$ cat src/rtl/uart_tx_ctrl.sv
// UART transmit frame controller: sequences start, 8 serializer data bits, optional parity, stop.
// Define UART_TX_PARITY_EN to build in the parity bit (sense set by PAR_TYP: 0 even, 1 odd).
module uart_tx_ctrl #(
    parameter int PAR_TYP = 0
) (
    input  logic       clk,
    input  logic       rst,
    input  logic       data_valid,
    input  logic [7:0] p_data,
    output logic       data_ready,
    output logic       ser_en,
    output logic [7:0] ser_word,
    input  logic       ser_data,
    input  logic       ser_done,
    output logic       tx_out,
    output logic       busy,
    output logic       tx_done
);

    // state  | meaning
    // IDLE   | line idle high, waiting for a byte
    // START  | start bit (0), one cycle
    // DATA   | eight data bits from the serializer, LSB first
    // PARITY | parity bit, one cycle (parity build only)
    // STOP   | stop bit (1), may accept the next byte back-to-back
`ifdef UART_TX_PARITY_EN
    typedef enum logic [2:0] {
        S_IDLE   = 3'd0,
        S_START  = 3'd1,
        S_DATA   = 3'd2,
        S_PARITY = 3'd3,
        S_STOP   = 3'd4
    } state_t;
`else
    typedef enum logic [1:0] {
        S_IDLE  = 2'd0,
        S_START = 2'd1,
        S_DATA  = 2'd2,
        S_STOP  = 2'd3
    } state_t;
`endif

    state_t     state_q, state_d;
    logic [7:0] ser_word_q, ser_word_d;
    logic       last_q, last_d;
    logic [2:0] bit_cnt_q, bit_cnt_d;

`ifdef UART_TX_PARITY_EN
    logic par_bit;
    assign par_bit = (^ser_word_q) ^ (PAR_TYP != 0);
`else
    // PAR_TYP has no effect without the parity build.
    if (PAR_TYP != 0) begin : g_par_typ_ignored
    end
`endif

    always_ff @(posedge clk) begin
        if (rst) begin
            state_q    <= S_IDLE;
            ser_word_q <= 8'h00;
            last_q     <= 1'b0;
            bit_cnt_q  <= 3'd0;
        end else begin
            state_q    <= state_d;
            ser_word_q <= ser_word_d;
            last_q     <= last_d;
            bit_cnt_q  <= bit_cnt_d;
        end
    end

    always_comb begin
        state_d    = state_q;
        ser_word_d = ser_word_q;
        last_d     = 1'b0;
        bit_cnt_d  = 3'd0;
        data_ready = 1'b0;
        ser_en     = 1'b0;
        tx_out     = 1'b1;
        busy       = 1'b1;
        tx_done    = 1'b0;
        unique case (state_q)
            S_IDLE: begin
                data_ready = 1'b1;
                busy       = 1'b0;
                if (data_valid) begin
                    ser_word_d = p_data;
                    state_d    = S_START;
                end
            end
            S_START: begin
                tx_out  = 1'b0;
                state_d = S_DATA;
            end
            S_DATA: begin
                ser_en    = 1'b1;
                tx_out    = ser_data;
                last_d    = ser_done;
                bit_cnt_d = bit_cnt_q + 3'd1;
                // The local count bounds the frame even if ser_done never arrives.
                if (last_q || (bit_cnt_q == 3'd7)) begin
`ifdef UART_TX_PARITY_EN
                    state_d = S_PARITY;
`else
                    state_d = S_STOP;
`endif
                end
            end
`ifdef UART_TX_PARITY_EN
            S_PARITY: begin
                tx_out  = par_bit;
                state_d = S_STOP;
            end
`endif
            S_STOP: begin
                data_ready = 1'b1;
                tx_done    = 1'b1;
                if (data_valid) begin
                    ser_word_d = p_data;
                    state_d    = S_START;
                end else begin
                    state_d = S_IDLE;
                end
            end
            default: begin
                state_d = S_IDLE;
            end
        endcase
    end

    assign ser_word = ser_word_q;

endmodule

$ cat config.mk
export PLATFORM = sky130hd
export DESIGN_NAME = uart_tx_ctrl
export DESIGN_NICKNAME = d
export VERILOG_FILES = /design/src/rtl/uart_tx_ctrl.sv
export SDC_FILE = /design/constraint.sdc
export NUM_CORES = 1
export LEC_CHECK = 0
export ABC_CLOCK_PERIOD_IN_PS = 1300
export CORE_MARGIN = 4
export CORE_UTILIZATION = 36
export CTS_CLUSTER_DIAMETER = 150
export CTS_CLUSTER_SIZE = 10
export DETAILED_ROUTE_END_ITERATION = 10
export PLACE_DENSITY = 0.72
export SYNTH_ARGS = -nofsm -noshare
export SYNTH_HDL_FRONTEND = slang
export SYNTH_SLANG_ARGS = --single-unit
$ cat constraint.sdc
create_clock -name clk -period 1.3 [get_ports clk]
set_input_delay 0.26 -clock clk [delete_from_list [all_inputs] [get_ports clk]]
set_output_delay 0.26 -clock clk [all_outputs]
set_load 0.01 [all_outputs]
==> results.sh <==
export IMPL_status="complete, but fails checks"
export IMPL_violations="negative setup slack"
export IMPL_maxCapViolCount=0
export IMPL_vias_per_cell=4.38
export IMPL_grt_max_degree=9
export IMPL_worstMarginPinSlew_ns=0.231
export IMPL_clkLatencyLatePin_ns=0.27
export IMPL_cts_num_sinks=14
export IMPL_antenna_found_initial=0
export IMPL_drt_antenna_violating_nets=0
export IMPL_max_freq_mhz=687
export IMPL_vdd_drop_max_mv=1.08
export IMPL_finalHoldViolCount=0
export IMPL_overflow=0
export IMPL_drive_gt1_share_pct=36.6
export IMPL_syn2layout_area_growth_pct=75.2
export IMPL_clockRootBuffer="clkbuf_4"
export IMPL_avgSynthCellArea_um2=10.4
export IMPL_die_area_um2=2510
export IMPL_route_detailed_drc=0
export IMPL_final_nets=122
export IMPL_cp_max_fo=8
export IMPL_path_buf_inv=4
export IMPL_rsz0062_at_grt="true"
export IMPL_holdPathStages=1
export IMPL_endpoint_kind="flop"
export IMPL_cp_cell_sequence="inv_2 -> buf_6 -> ha_4 -> buf_6 -> nor2b_4 -> buf_12 -> mux2i_1 -> nor2_1"
export IMPL_rows=14
export IMPL_r2r_end="ser_word[0]"
export IMPL_synthesis_nets=81
export IMPL_final_cell_mix="12 x dfxtp_1, 12 x clkdlybuf4s50_1, 10 x mux2i_1, 10 x nor2_1"
export IMPL_hold_buffers=0
export IMPL_dpl_cell_area_um2=993
export IMPL_finalSetupViolCount=14
export IMPL_arrival_ns=1.63
export IMPL_cts_max_path_buffers=2
export IMPL_port_buffers=25
export IMPL_grt_first_pass_wirelength_um=2440
export IMPL_synthCells=61
export IMPL_slowest_stage="dfxtp_2"
export IMPL_power_mw=2.12
export IMPL_die_w_um=50.1
export IMPL_finalWirelength_um=1520
export IMPL_fillers=129
export IMPL_die_h_um=50.1
export IMPL_drtPass1Iterations=4
export IMPL_p_leak_nw=0.524
export IMPL_grt_pass1_vias=526
export IMPL_yosysWarnings=0
export IMPL_hp_start="bit_cnt_q[0]"
export IMPL_cp_common_cell="buf_6"
export IMPL_setup_ws_ns=-0.155
export IMPL_post_route_period_util_pct=112
export IMPL_core_um2=1590
export IMPL_skew_ns=0.00548
export IMPL_ys_ff_latch=14
export IMPL_routedWlPerCell_um=12.1
export IMPL_drt_initial_drc_count=4
export IMPL_worstSetupStartpointType="flop"
export IMPL_p_per_area_nw_per_um2=1900
export IMPL_start_util_pct=40.0
export IMPL_numCtsBuffers=3
export IMPL_gp_congestion=0.738
export IMPL_min_to="bit_cnt_q[0]"
export IMPL_synth_area_um2=637
export IMPL_dr_total_vias=548
export IMPL_h_tree_depth=1
export IMPL_drv_slew=0
export IMPL_min_path_type="reg2reg"
export IMPL_criticalPathCategory="reg2reg"
export IMPL_critPathTopFamily="buffers and inverters"
export IMPL_worst_r2r_setup_slack_ns=-0.16
export IMPL_ios=26
export IMPL_min_period_ns=1.46
export IMPL_worstPathRequired_ns=1.47
export IMPL_synthDistinctLibCells=16
export IMPL_r2r_cells=8
export IMPL_finalCoreUtilization_pct=70.0
export IMPL_yosysSeqAreaShare_pct=44.0
export IMPL_r2r_start="state_q[0]"
export IMPL_relSlewSlack_pct=84.6
export IMPL_cpPeakStageDelay_ns=0.34
export IMPL_track_usage_pct=12.7
export IMPL_antenna_diode_count=0
export IMPL_clk_pin_slew_worst_paths_ns=0.08
export IMPL_fin_area_um2=1120
export IMPL_cts_tree="yes"
export IMPL_hpwl_um=1090
[power breakdown]
group          leakage [nW]  switching [mW]  internal, mW
sequential            0.116          0.0555         0.517
combinational         0.387           0.513         0.728
clock                0.0210           0.132         0.170
[worst max path at each step]
stage,startpoint,end,depth (start not counted)
3_3_place_gp,ser_data,tx_out,4
3_5_place_dp,ser_data,tx_out,4
4_1_cts,state_q[0],tx_out,4
2_1_floorplan,state_q[0],tx_out,3
6_report,state_q[0],ser_word[0],8
5_1_grt,state_q[0],ser_word[0],8
[per-layer routing]
layer  global-route usage (%)  vias up  routed length, um
li1                         -      284                  -
met1                     16.2      250                613
met4                     4.15        0                  9
met2                     20.7       12                825
met3                     3.31        2                 67
met5                        0        -                  0
[cell type report]
cell class / count / area, um2 / share of cell area, %
clock buffer: 4 / 36.3 / 3.25
inverter: 5 / 21.3 / 1.91
tap: 24 / 30.0 / 2.69
sequential: 14 / 285 / 25.6
multi-input combinational: 40 / 378 / 33.9
timing repair buffer: 38 / 365 / 32.7
[registers in the layout, indices dropped and copies added (netlist names)]
name,flops
bit_cnt_q,3
last_q,1
ser_word,8
state_q,2
[kinds of logic after synthesis]
| family | after synthesis | synth area share [%] |
|---|---|---|
| AOI/OAI and AO/OA | 4 | 5.70 |
| adders and majority gates | 7 | 13.8 |
| buffers and inverters | 7 | 5.50 |
| DFF | 14 | 44.0 |
| muxes | 10 | 15.7 |
| and+or+nand+nor | 19 | 15.3 |
[metrics by stage]
| stage | cells | hold WS [ns] | worst slack [ns] | TNS, ns |
|---|---|---|---|---|
| floorplan | 61 | 0.382 | -0.0448 | -0.0448 |
| global placement | 117 | 0.408 | -0.370 | -2.74 |
| detailed placement | 117 | 0.423 | -0.402 | -3.11 |
| CTS | 124 | 0.436 | -0.142 | -1.27 |
| global route | 125 | 0.451 | -0.242 | -2.38 |
| finish | 125 | 0.428 | -0.155 | -1.39 |
[synthesized netlist by cell type, drive strengths merged]
library cell	count	area share (%)
ha	7	14
a21oi	1	0.79
nor2b	4	4.3
nor2	10	5.9
and2	3	2.9
or2b	1	1.2
dfxtp	14	44
nand2b	1	0.98
mux2i	10	16
a211oi	1	1.2
inv	5	2.9
a211o	1	1.4
buf	2	2.6
a221oi	1	2.4
[what timing repair did]
action	in CTS	in global routing
endpoints found under the setup margin	23	15
setup buffers	3	1
gates resized for setup	48	5
pin swaps	3	5
gates cloned	0	0
(Power assumes the default switching activity.)
